### src/rtl/reg_writeback_arbiter.sv
// Write-side front end for the 16-entry register file: round-robin arbitration of ALU and
// load results into a small FIFO, drained as one registered register-file write per cycle.
module reg_writeback_arbiter #(
    parameter int N     = 24,
    parameter int DEPTH = 4
) (
    input  logic         clk,
    input  logic         rst,
    input  logic         alu_valid,
    input  logic [3:0]   alu_dest,
    input  logic [N-1:0] alu_data,
    output logic         alu_ready,
    input  logic         mem_valid,
    input  logic [3:0]   mem_dest,
    input  logic [N-1:0] mem_data,
    output logic         mem_ready,
    input  logic         wb_stall,
    output logic         reg_write_en,
    output logic [3:0]   reg_write_dest,
    output logic [N-1:0] reg_write_data,
    output logic [15:0]  pending_mask,
    output logic         busy
);
    localparam int PW = (DEPTH > 1) ? $clog2(DEPTH) : 1;
    localparam int CW = PW + 1;

    logic [PW-1:0] head_reg;
    logic [PW-1:0] tail_reg;
    logic [CW-1:0] count_reg;
    logic          last_grant_reg;   // 1 = mem was granted most recently

    logic [3:0]    fifo_dest [DEPTH];
    logic [N-1:0]  fifo_data [DEPTH];

    logic          pop;
    logic          space;
    logic          alu_grant;
    logic          mem_grant;
    logic          push;
    logic [3:0]    push_dest;
    logic [N-1:0]  push_data;
    logic [DEPTH-1:0] occupied;

    assign pop   = (count_reg != '0) && !wb_stall;
    assign space = (count_reg < CW'(DEPTH)) || pop;

    // On a tie, the producer that lost last time wins this time.
    assign alu_grant = space && alu_valid && (!mem_valid || last_grant_reg);
    assign mem_grant = space && mem_valid && (!alu_valid || !last_grant_reg);
    assign alu_ready = alu_grant;
    assign mem_ready = mem_grant;

    // Writes to register 0 complete the handshake but are discarded here.
    always_comb begin
        push      = 1'b0;
        push_dest = alu_dest;
        push_data = alu_data;
        if (alu_grant) begin
            push = (alu_dest != 4'd0);
        end else if (mem_grant) begin
            push      = (mem_dest != 4'd0);
            push_dest = mem_dest;
            push_data = mem_data;
        end
    end

    always_ff @(posedge clk or posedge rst) begin
        if (rst) begin
            head_reg       <= '0;
            tail_reg       <= '0;
            count_reg      <= '0;
            last_grant_reg <= 1'b1;
            reg_write_en   <= 1'b0;
            reg_write_dest <= '0;
            reg_write_data <= '0;
        end else begin
            if (push) begin
                tail_reg <= tail_reg + 1'b1;
            end
            if (pop) begin
                head_reg       <= head_reg + 1'b1;
                reg_write_en   <= 1'b1;
                reg_write_dest <= fifo_dest[head_reg];
                reg_write_data <= fifo_data[head_reg];
            end else begin
                reg_write_en   <= 1'b0;
            end
            if (push && !pop) begin
                count_reg <= count_reg + 1'b1;
            end else if (pop && !push) begin
                count_reg <= count_reg - 1'b1;
            end
            if (alu_grant) begin
                last_grant_reg <= 1'b0;
            end else if (mem_grant) begin
                last_grant_reg <= 1'b1;
            end
        end
    end

    // Payload storage needs no reset: occupancy is tracked by head/count alone.
    always_ff @(posedge clk) begin
        if (push) begin
            fifo_dest[tail_reg] <= push_dest;
            fifo_data[tail_reg] <= push_data;
        end
    end

    generate
        for (genvar gi = 0; gi < DEPTH; gi++) begin : g_occ
            logic [PW-1:0] rel;
            assign rel          = PW'(gi) - head_reg;
            assign occupied[gi] = ({1'b0, rel} < count_reg);
        end
    endgenerate

    always_comb begin
        pending_mask = '0;
        for (int i = 0; i < DEPTH; i++) begin
            if (occupied[i]) begin
                pending_mask = pending_mask | (16'(1) << fifo_dest[i]);
            end
        end
        if (reg_write_en) begin
            pending_mask = pending_mask | (16'(1) << reg_write_dest);
        end
    end

    assign busy = (count_reg != '0) || reg_write_en;

endmodule

### config.mk
export PLATFORM = sky130hd
export DESIGN_NAME = reg_writeback_arbiter
export DESIGN_NICKNAME = d
export VERILOG_FILES = /design/src/rtl/reg_writeback_arbiter.sv
export SDC_FILE = /design/constraint.sdc
export NUM_CORES = 1
export LEC_CHECK = 0
export CAP_MARGIN = 15
export CORE_UTILIZATION = 41
export DETAILED_ROUTE_END_ITERATION = 10
export HOLD_SLACK_MARGIN = 0.02
export PLACE_DENSITY = 0.77
export SLEW_MARGIN = 10
export SYNTH_ARGS = -nofsm -noshare
export SYNTH_HDL_FRONTEND = slang
export SYNTH_SLANG_ARGS = --single-unit
### constraint.sdc
create_clock -name clk -period 2.4 [get_ports clk]
set_input_delay 0.24 -clock clk [delete_from_list [all_inputs] [get_ports clk]]
set_output_delay 0.24 -clock clk [all_outputs]
set_load 0.05 [all_outputs]
Yosys cells after proc, flatten, opt, wreduce, memory -nomap -nowiden:

Memories as Yosys holds them, arrays and structs flattened. A register that Yosys moved wholly into a read port is not among the register bits.
Cells that the tools add are included.

* flip-flop bits (word level): 9
* memory bits (writable): 112
* input port bits: 61
* output and inout bits: 48
* memories kept: 2

* add/subtract/negate cells: 8
* magnitude comparators: 5
* shifts and indexed selects: 5
* multiplexer cells: 18
* bitwise gates (word level): 4
* reduce and logical (&&, ||, !) cells: 22

Memory list
* fifo_data: depth 4, width 24, rd ports 1, clocked after Yosys merged registers in 1, wr ports 1, RTL line 33 `logic [N-1:0] fifo_data [DEPTH];`
* fifo_dest: depth 4, width 4, rd ports 5, clocked after Yosys merged registers in 1, wr ports 1, RTL line 32 `logic [3:0] fifo_dest [DEPTH];`

Operators with widths (number)
* 16-bit two-way mux: 5
* 1-bit by 4-bit left shift with 16-bit output, first input constant: 5
* 16-bit OR: 4
* 24-bit two-way mux: 2
* 2-bit by 3-bit less-than comparator with 1-bit output: 4
* 4-bit two-way mux: 2
* 4-bit nonzero test: 2
* 1-bit logical AND: 7
* 1-bit two-way mux: 7
* 1-bit logical NOT: 6
* 3-bit two-way mux: 2
* 2-bit by 1-bit adder with 2-bit output, second input constant: 2
* 1-bit logical OR: 4
* 2-bit nonzero test: 2
* 1-bit by 2-bit subtractor with 2-bit output, first input constant: 2
* 2-bit subtractor, first input constant: 2
* 3-bit by 1-bit adder with 3-bit output, second input constant: 1
* 3-bit less-than comparator, second input constant: 1
* 3-bit nonzero test: 1
* 3-bit by 1-bit subtractor with 3-bit output, second input constant: 1

Logic depth before layout (Yosys ltp):

* word-level depth: 11
* mapped depth: 11
* mapped depth without buffers: 9

Least setup slack after synthesis:

OpenSTA, ideal clock, no wires.

* path type: register to output
* start point: reg head_reg[1]
* end point: out pending_mask[6]
* arrival: 2447 ps
* path slack: -287 ps
* stages on the path, launching flop included: 9
* buffers on the path: 1
* cells stage by stage: dfrtp_1 > buf_1 > xor2_1 > inv_1 > ha_1 > and2b_2 > a2111oi_4 > a22oi_1 > nand3_1

* word-level cells in the longest chain between the ends: 11
* elaborated cells between the ends (all ways): 17

RTL lines
* start, declared: RTL line 27 `logic [PW-1:0] head_reg;`
* start signal, assigned: RTL line 81 `head_reg <= head_reg + 1'b1;`
* 1-bit by 2-bit subtractor with 2-bit output: RTL line 112 `assign rel = PW'(gi) - head_reg;`
* 2-bit by 3-bit less-than comparator with 1-bit output: RTL line 113 `assign occupied[gi] = ({1'b0, rel} < count_reg);`
* 16-bit two-way mux: RTL line 120 `if (occupied[i]) begin`
* 16-bit OR: RTL line 121 `pending_mask = pending_mask | (16'(1) << fifo_dest[i]);`
* 16-bit two-way mux: RTL line 120
* 16-bit OR: RTL line 121
* 16-bit two-way mux: RTL line 120
* 16-bit OR: RTL line 121
* 16-bit two-way mux (*): RTL line 120
* 16-bit OR: RTL line 125 `pending_mask = pending_mask | (16'(1) << reg_write_dest);`
* 16-bit two-way mux (*): RTL line 124 `if (reg_write_en) begin`
* end, declared: RTL line 21 `output logic [15:0] pending_mask,`

Mark *: on every way between the ends. The rest lies on a longest branch, timed or not.

Final worst setup path:

* start point: reg head_reg[0]
* end point: out pending_mask[14]

The elaborated chain is that of the path after synthesis.

==> impl_metrics.py <==
metrics = {
    "status": {
        "status": "finished with violations",
        "violations": "negative setup slack",
    },
    "timing": {
        "maxSlewViolCount": 0,
        "finalSetupViolCount": 16,
        "rsz0062_at_grt": "yes",
        "period_needed_ns": 2.71,
        "skew_ns": 0.00707,
        "slew_headroom_pct": 62.5,
        "tightest_slew_ns": 0.561,
        "setup_ws_ns": -0.314,
        "max_freq_ghz": 0.368,
        "finalCritPeriodShare_pct": 113,
        "timing_hold_violations_final": 0,
    },
    "cts": {
        "clkLatencyLatePin_ns": 0.43,
        "tritoncts": "built",
        "clock_path_buffers": 2,
        "cts-root-buf": "clkbuf_16",
        "cts_buffers": 17,
        "clock_sinks": 149,
        "h-tree-depth": 4,
        "clk_pin_slew_ns": 0.07,
    },
    "power": {
        "ir_worst_vdd_v": 0.000784,
        "combPwrFrac_pct": 50.3,
        "internal_power_mw": 8.13,
        "p_switching_mw": 5.47,
        "swShare_pct": 40.2,
        "power_density_nw_per_um2": 1420,
        "clockPowerShare_pct": 18.6,
        "seq_power_share_pct": 31.1,
        "p_leak_nw": 3.47,
    },
    "synth": {
        "synth_nets": 509,
        "synth_adder_area_share_pct": 1.89,
        "synth_top_area_cell": "edfxtp_1",
        "yosysSeqAreaShare_pct": 61.1,
        "synth_warnings": 0,
        "synthCells": 438,
        "synthFlopType": "edfxtp_1",
        "synthSimpleGateAreaFrac_pct": 9.57,
        "netlist_area_um2": 7020,
        "synth_compound_area_share_pct": 5.65,
        "synthTopCellsByArea": "edfxtp_1 (48%), dfrtp_1 (13%), mux2_2 (9.1%)",
        "synth-async-reset-ratio_pct": 24.8,
        "synth_edf_count": 112,
        "synth_top_area_share_pct": 47.9,
        "synth_seq_cells": 149,
        "synth_xor_area_share_pct": 0.874,
        "ys_top_cells_by_count": "edfxtp_1 (112), mux2_2 (57), dfrtp_1 (36)",
        "synthMuxAreaShare_pct": 18.3,
        "yosys.cell_types.count": 51,
        "synth_top_family_by_area": "multiplexers",
        "yosysMostFrequentCell": "edfxtp_1",
        "synth.avg_cell_area_um2": 16.0,
    },
    "worst_setup_path": {
        "reg2reg_slack_ns": 0.30,
        "reg2reg_depth": 6,
        "crit_cells": 9,
        "path_buf_inv": 3,
        "required_ns": 2.16,
        "critPathMaxFanout": 3,
        "r2r-start": "count_reg[2]$_DFFE_PP0P_",
        "path_delay_family": "compound AO/OA/AOI/OAI gates",
        "crit_chain": "xor2_2 > inv_1 > ha_1 > and2b_2 > a2111oi_4 > buf_4 > a22oi_1 > nand3_2 > buf_12",
        "reg2reg_to": "count_reg[1]$_DFFE_PP0P_",
        "crit_type": "flop to output pin",
        "critPathLaunch": "head_reg[0]$_DFFE_PP0P_",
        "cp.arrival_ns": 2.47,
        "crit_path_start_kind": "flop",
        "cp_slowest_stage_delay_ns": 0.42,
        "slowest_stage": "dfrtp_2",
        "cp-end-kind": "output pin",
    },
    "final_layout": {
        "largest_register": "fifo_data",
        "fill_cells": 1243,
        "reg_top3": "fifo_data: 96 flops, reg_write_data: 24 flops, fifo_dest: 16 flops",
        "largest_reg_flops": 96,
        "finalNetCount": 658,
        "antennaDiodeCount": 0,
        "fin_util_pct": 57.4,
        "area_growth_pct": 36.2,
        "post-route-cell-area_um2": 9560,
        "final_cells": 820,
        "drive_gt1_share_pct": 38.5,
    },
    "global_routing": {
        "gr-usage-all-layers_pct": 19.6,
        "grt_max_degree": 32,
        "grt_pass1_vias": 4610,
        "grt_pass1_wl_um": 25600,
        "antenna_found_initial": 0,
        "grt-ovfl-total": 0,
    },
    "floorplan": {
        "die_x_um": 133,
        "die-area_um2": 17600,
        "start_util_pct": 42.2,
        "num_rows": 47,
        "ios": 109,
        "fp.dieH_um": 133,
        "fp.coreArea_um2": 16600,
    },
    "detailed_routing": {
        "drt_iter0_drc": 235,
        "dr.pass1.iters": 5,
        "detail_route.wirelength_um": 16500,
        "vias_per_cell": 5.41,
        "wire_per_inst_um": 20.1,
        "num_vias": 4437,
        "route.detailed.drc": 0,
        "ant_nets": 0,
    },
    "place": {
        "placed_cells": 778,
        "port_buffers": 108,
        "preCtsSetupSlack_ns": -0.0842,
        "place.gp.congestion": 0.864,
        "hpwl_um": 11700,
        "placed_area_um2": 8750,
    },
    "run": {
        "max_cap_viol_count": 0,
    },
    "min_path": {
        "hold_path_class": "input pin to asynchronous set/reset pin",
    },
}
-- placed cells by master (no fill, tap or decap), types with 3 or more instances in the layout --
| master | netlist | layout |
|---|---|---|
| xor2_1 | 4 | 3 |
| a21oi_1 | 8 | 5 |
| a21oi_2 | 1 | 3 |
| nand4_1 | 5 | 5 |
| clkbuf_16 | 0 | 17 |
| dfrtp_1 | 36 | 35 |
| buf_12 | 0 | 21 |
| a211oi_4 | 2 | 3 |
| nor3_1 | 7 | 7 |
| mux2_2 | 57 | 57 |
| nand3b_1 | 5 | 5 |
| buf_4 | 4 | 33 |
| nand2b_1 | 4 | 4 |
| clkdlybuf4s50_1 | 0 | 89 |
| a2111oi_4 | 3 | 3 |
| nand3_2 | 0 | 12 |
| xnor2_1 | 3 | 3 |
| nor2b_1 | 14 | 12 |
| nand2_1 | 17 | 16 |
| inv_6 | 0 | 7 |
| nor2_1 | 16 | 16 |
| a32oi_1 | 6 | 5 |
| buf_6 | 6 | 3 |
| inv_8 | 0 | 4 |
| mux4_2 | 28 | 28 |
| and2_1 | 6 | 6 |
| and3_1 | 3 | 3 |
| nand3_1 | 21 | 8 |
| a31oi_1 | 7 | 5 |
| a22oi_1 | 6 | 4 |
| inv_1 | 13 | 11 |
| ha_1 | 9 | 7 |
| edfxtp_1 | 112 | 112 |
-- layout make-up --
class | count | area, µm² | area share (%)
multi-input cells | 258 | 2740 | 28.7
clock inverters | 15 | 155 | 1.62
inverters | 13 | 48.8 | 0.511
repair buffers | 148 | 1620 | 16.9
well taps | 220 | 275 | 2.88
flip-flops and latches | 149 | 4290 | 44.9
clock buffers | 17 | 425 | 4.45
-- power groups by stage --
stage	sequential (mW)	combinational (mW)	clock, mW
CTS	4.22	6.67	2.58
detailed placement	4.25	6.53	0
floorplan	4.91	3.46	0
global route	4.31	7.19	2.67
finish	4.23	6.84	2.53
global placement	4.21	6.41	0
-- per-stage QoR --
stage | power, mW | setup TNS [ns] | hold slack [ns]
floorplan | 8.37 | -0.00649 | 0.303
global placement | 10.6 | -0.0316 | 0.495
detailed placement | 10.8 | -0.0842 | 0.502
CTS | 13.5 | -4.56 | 0.0596
global route | 14.2 | -5.14 | 0.0788
finish | 13.6 | -3.91 | 0.0653
-- worst reg2reg max path, cell delays in order, from the launching register on --
cell      delay (ns)
dfrtp_1         0.64
nand2_1         0.19
a21boi_2        0.22
ha_1            0.20
inv_1           0.07
fa_1            0.40
mux2_2          0.27
-- metal layers --
layer / GRT usage [%] / vias to the layer above / share of wire [%]
li1: - / 2013 / -
met1: 23.1 / 2240 / 40
met2: 33.5 / 146 / 53
met3: 4.83 / 38 / 4.4
met4: 9.51 / 0 / 2.9
met5: 0 / - / 0
-- repair_timing --
| item | CTS | global route |
|---|---|---|
| pin swaps | 13 | 13 |
| setup buffers | 4 | 8 |
| hold buffers | 0 | 0 |
| setup endpoints to repair | 17 | 16 |
| gates resized for setup | 13 | 17 |
-- how the worst max path moves through the flow --
| stage | to |
|---|---|
| after floorplan | pending_mask[15] |
| after global placement | count_reg[1]$_DFFE_PP0P_ |
| after detailed placement | count_reg[1]$_DFFE_PP0P_ |
| after CTS | pending_mask[13] |
| after global routing | pending_mask[4] |
| final | pending_mask[14] |
-- logic make-up after synthesis --
group           after synthesis
flops                       149
simple gates                114
compound gates               41
buf+inv                      31
fa+ha+maj                    10
xor+xnor                      7
mux                          86
Note: power is estimated with default switching activity, not from simulation.
==> patch 1: new RTL, same flow settings <==
Set the parameter `DEPTH` to 8 (it was 4).
--- a/src/rtl/reg_writeback_arbiter.sv
+++ b/src/rtl/reg_writeback_arbiter.sv
@@ -2,7 +2,7 @@
 // load results into a small FIFO, drained as one registered register-file write per cycle.
 module reg_writeback_arbiter #(
     parameter int N     = 24,
-    parameter int DEPTH = 4
+    parameter int DEPTH = 8
 ) (
     input  logic         clk,
     input  logic         rst,
Check against the original RTL: same outputs for any inputs over 4 cycles, from zero or initial values and one cycle with rst high; that may be too few to reach the edited logic, so the function may still have changed.
==> patch 1 against the unedited design <==
- the run still ends with negative setup slack left
- count of clock-buffer cells in the layout rose by 19
- wire length rose by 110%
- area after synthesis rose by 77%
- fmax fell by 23%
- setup slack got worse by 0.82 ns
- final area rose by 72%
- power rose by 74%
- final cell count rose by 87%
- sequential cell count rose by 115
- critical path type unchanged
- highest routed layer unchanged
==> patch 1: results (changes against the unedited design) <==
Post-synth EDFFs 224 (was 112); Post-Syn Area 0.01239 mm² (was 0.007018 mm²); Post-synth top cells edfxtp_1, nand2_1, nor2_1 (was edfxtp_1, mux2_2, dfrtp_1); run status finished, violations left (unchanged); met1 WL 13.95 mm (was 6.561 mm); Crit-path slowest cell dfrtp_4 (was dfrtp_2); P_leak 5.790 nW (was 3.471 nW); Design Power 23.68 mW (was 13.60 mW); clk buf depth 3 (was 2); Peak VDD IR 740.8 µV (was 784.3 µV); critical path arrival 3.30 ns (was 2.47 ns); async set-reset flop share out of synthesis 15.15% (was 24.83%); WL met2 17.33 mm (was 8.707 mm); GRT Resource Usage Total 22.76% (was 19.61%); clock buffer count from CTS 26 (was 17); reg-to-reg critical path startpoint count_reg[3] (was count_reg[2]); top post-synthesis cells by area edfxtp_1, mux4_2, dfrtp_1, nand2_1, nor2_1 (was edfxtp_1, dfrtp_1, mux2_2, mux4_2, ha_1); CTS H-tree lvls 1 (was 4); met1 GRT Util 29.42% (was 23.14%); Detail Route met3 WL 2.117 mm (was 719 µm); # fillers 2300 (was 1243); GRT met2 Usage 37.78% (was 33.48%); failing checks negative setup slack (unchanged); sequential area share after synthesis 62.39% (was 61.13%); share of layout cells above drive strength 1 30.95% (was 38.50%); final setup violation count 16 (unchanged); DR iter-0 viols 776 (was 235); routed via count 8850 (was 4437); Worst Clk Skew 0.01434 ns (was 0.007065 ns); final setup margin -1.135 ns (was -0.3145 ns); crit-path max cell delay 0.50 ns (was 0.42 ns); pin count of the biggest net entering global routing 62 (was 32); worst-path maximum fanout 5 (was 3); vias in the first global route 9191 (was 4610); Final HPWL DP 23.95 mm (was 11.73 mm); CP Launch Point head_reg[1] (was head_reg[0]); Largest regs fifo_data (192), fifo_dest (32), reg_write_data (24) (was fifo_data (96), reg_write_data (24), fifo_dest (16)); GR Util met3 2.922% (was 4.828%); final net count 1207 (was 658); synth unique cells 69 (was 51); Max-slew headroom 49.76% (was 62.50%)
patch 1: changes by cell type after synthesis, sizes merged, moves of 28 or more:
| cell | change |
|---|---|
| a31oi | +28 |
| nand2 | +139 |
| mux4 | +28 |
| mux2 | -52 |
| nor2 | +55 |
| edfxtp | +112 |
patch 1: final timing paths:
kind	to	slack (ns)	depth (start not counted)
worst max-delay path	pending_mask[3]	-1.14	13
worst min-delay path	count_reg[0]	0.21	3
worst max register to register	fifo_data[4][23]	0.07	7
worst min register to register	reg_write_data[8]	0.56	2
max in group asynchronous	head_reg[1]	1.71	3
min in group clk	fifo_data[2][19]	0.51	3
patch 1: cell type report:
cell class	instances	area share (%)
clock buffers	36	4.306
flip-flops and latches	264	46.95
multi-input cells	587	30.60
clock inverters	12	0.5468
inverters	21	0.5392
well taps	390	2.962
repair buffers	227	14.09
patch 1: per-stage QoR:
stage | cell area (µm²) | utilization [%] | setup TNS (ns) | setup slack, ns | std cells
after global placement | 15090 | 50.78 | -64.45 | -0.6457 | 1483
after floorplan | 12620 | - | -59.52 | -0.4760 | 916
after CTS | 16280 | 54.78 | -15.39 | -1.032 | 1533
final | 16480 | 55.44 | -16.62 | -1.135 | 1537
after detailed placement | 15090 | 50.78 | -81.64 | -0.7169 | 1483
after global routing | 16480 | 55.44 | -17.96 | -1.207 | 1537
patch 1: logic make-up (layout without fill, tap and decap cells):
group / count (synthesis) / count (layout) / synth area share [%]
xor+xnor: 11 / 11 / 0.7778
flops: 264 / 264 / 62.39
compound gates: 138 / 138 / 8.393
simple gates: 357 / 357 / 13.56
buf+inv: 65 / 296 / 2.171
fa+ha+maj: 19 / 19 / 1.980
mux: 62 / 62 / 10.73
==> patch 2: new RTL, same settings <==
Made on the original files. Reset style: synchronous (`rst`), changed in one clocked block.
--- a/src/rtl/reg_writeback_arbiter.sv
+++ b/src/rtl/reg_writeback_arbiter.sv
@@ -64,7 +64,7 @@
         end
     end
 
-    always_ff @(posedge clk or posedge rst) begin
+    always_ff @(posedge clk) begin
         if (rst) begin
             head_reg       <= '0;
             tail_reg       <= '0;
Formal check against the unedited RTL: differs if rst is asserted again (counterexample within 4 cycles, from zero or initial values and one cycle with rst high); with rst held inactive, the same outputs for 4 cycles.
==> patch 2 against the unedited design <==
- utilization is 0.73 points higher
- die area is 2.8% lower
- sequential power is 15% lower
- hold slack improved by 0.33 ns
- power fell by 18%
- largest power group unchanged
- highest routed layer unchanged
- final area fell by 2.3%
- the flow still finishes with violations (negative setup slack)
- sequential cell count unchanged
- critical endpoint is now pending_mask[5]
- critical path depth rose by 1
- first-iteration DRC count grew 43%
- register-to-register slack got worse by 0.22 ns
- wire length increased by 6.3%
- area after synthesis is 2.8% lower
- setup slack got worse by 0.0096 ns
- clock skew shrank 0.0020 ns
==> patch 2: results (changes against the unedited design) <==
Final HPWL DP 12.04 mm (was 11.73 mm); Worst path top cell family by delay buffers and inverters (was compound AO/OA/AOI/OAI gates); Worst-Skew Late Latency 0.42 ns; # fillers 1252 (was 1243); routed via count 4824 (was 4437); Crit-path slowest cell dfxtp_2 (was dfrtp_2); P_leak 3.233 nW (was 3.471 nW); pin count of the biggest net entering global routing 40 (was 32); syn_nets 591 (was 509); Antenna diodes 0 (unchanged); DR iter-0 viols 337 (was 235); final setup violation count 16 (unchanged); Clock transition at path regs 0.06 ns; Final GP Congestion 0.9193 (was 0.8636); Max-slew headroom 48.30% (was 62.50%); Inst Count DP 861 (was 778); Peak VDD IR 717.3 µV (was 784.3 µV); share of layout cells above drive strength 1 26.80% (was 38.50%); vias in the first global route 5036 (was 4610); critical path arrival 2.48 ns; IO Port Bufs 108 (unchanged); Avg Inst Size Synth 13.12 µm² (was 16.02 µm²); top post-synthesis cells by area edfxtp_1, dfxtp_1, mux4_2, mux2_2, nand2_1 (was edfxtp_1, dfrtp_1, mux2_2, mux4_2, ha_1); pre-CTS setup slack -0.1024 ns (was -0.08417 ns); failing checks negative setup slack (unchanged); final net count 737 (was 658); Total Wirelength 17.50 mm (was 16.46 mm); Post-synth top cells edfxtp_1, nand2_1, a21oi_1, dfxtp_1 (was edfxtp_1, mux2_2, dfrtp_1); first-pass GRT wire length 27.12 mm (was 25.55 mm); CTS H-tree lvls 4 (unchanged); Layout Cells excl Fill 895 (was 820); final setup margin -0.3241 ns (was -0.3145 ns); DRT Pass-1 Iters 5 (unchanged); Worst Clk Skew 0.005086 ns (was 0.007065 ns); run status finished, violations left (unchanged); GRT Resource Usage Total 21.74% (was 19.61%); synth unique cells 49 (was 51); initial antenna violation count 0 (unchanged); Hold Crit Class in2reg (was in2async); async set-reset flop share out of synthesis 0% (was 24.83%); worst-path maximum fanout 4 (was 3); crit-path max cell delay 0.33 ns (was 0.42 ns); sequential area share after synthesis 60.17% (was 61.13%)
[patch 2: changes by cell type after synthesis, sizes merged, moves of 7 or more]
cell / delta
nand2: +62
dfxtp: +37
dfrtp: -36
mux2: -29
a21oi: +28
nand4: +14
nor2: +9
buf: +7
[patch 2: layout make-up]
class	instances	share of cell area (%)
sequential	149	44.00
timing repair buffer	151	17.15
multi-input combinational	334	29.09
inverter	13	0.5226
tap	216	2.894
clock buffer	25	5.306
clock inverter	7	1.032
[patch 2: through the flow]
stage | cell area [µm²] | setup TNS [ns]
floorplan | 6905 | 0
global placement | 8627 | -0.02003
detailed placement | 8627 | -0.1895
CTS | 9293 | -4.275
global route | 9338 | -5.860
finish | 9338 | -4.330
[patch 2: final timing paths]
| path | start | endpoint | slack (ns) | depth (start not counted) |
|---|---|---|---|---|
| min | rst | count_reg[0] | 0.39 | 2 |
| max reg2reg | count_reg[2] | count_reg[2] | 0.08 | 8 |
| min reg2reg | reg_write_data[22] | reg_write_data[22] | 0.45 | 2 |
| max | head_reg[1] | pending_mask[5] | -0.32 | 10 |
[patch 2: metal layers]
| layer | share of wire (%) | routed length [µm] | GRT usage, % |
|---|---|---|---|
| met4 | 2.5 | 431 | 8.587 |
| met3 | 5.2 | 918 | 5.171 |
| met1 | 40 | 6973 | 26.26 |
| met5 | 0 | 0 | 0 |
| met2 | 52 | 9178 | 37.54 |
[patch 2: timing repair]
action,in CTS,in global routing
setup buffers,1,1
setup endpoints to repair,17,17
endpoints found under the hold margin,0,0
resized for setup,13,9
pin swaps,7,6
[patch 2: kinds of logic (layout without fill, tap and decap cells)]
logic type / count (synthesis) / after routing / share of synthesized area [%]
AO/OA/AOI/OAI: 59 / 59 / 5.962
XOR/XNOR: 5 / 5 / 0.6422
adder cells (fa/ha/maj): 10 / 10 / 1.945
buffers and inverters: 37 / 196 / 2.495
flip-flops: 149 / 149 / 60.17
multiplexers: 59 / 59 / 14.33
AND/OR/NAND/NOR: 201 / 201 / 14.46
[patch 2: power by group]
group	leakage, nW	internal (mW)	switching (mW)
clock	0.280	1.64	0.958
combinational	1.62	2.10	2.81
sequential	1.33	3.29	0.317
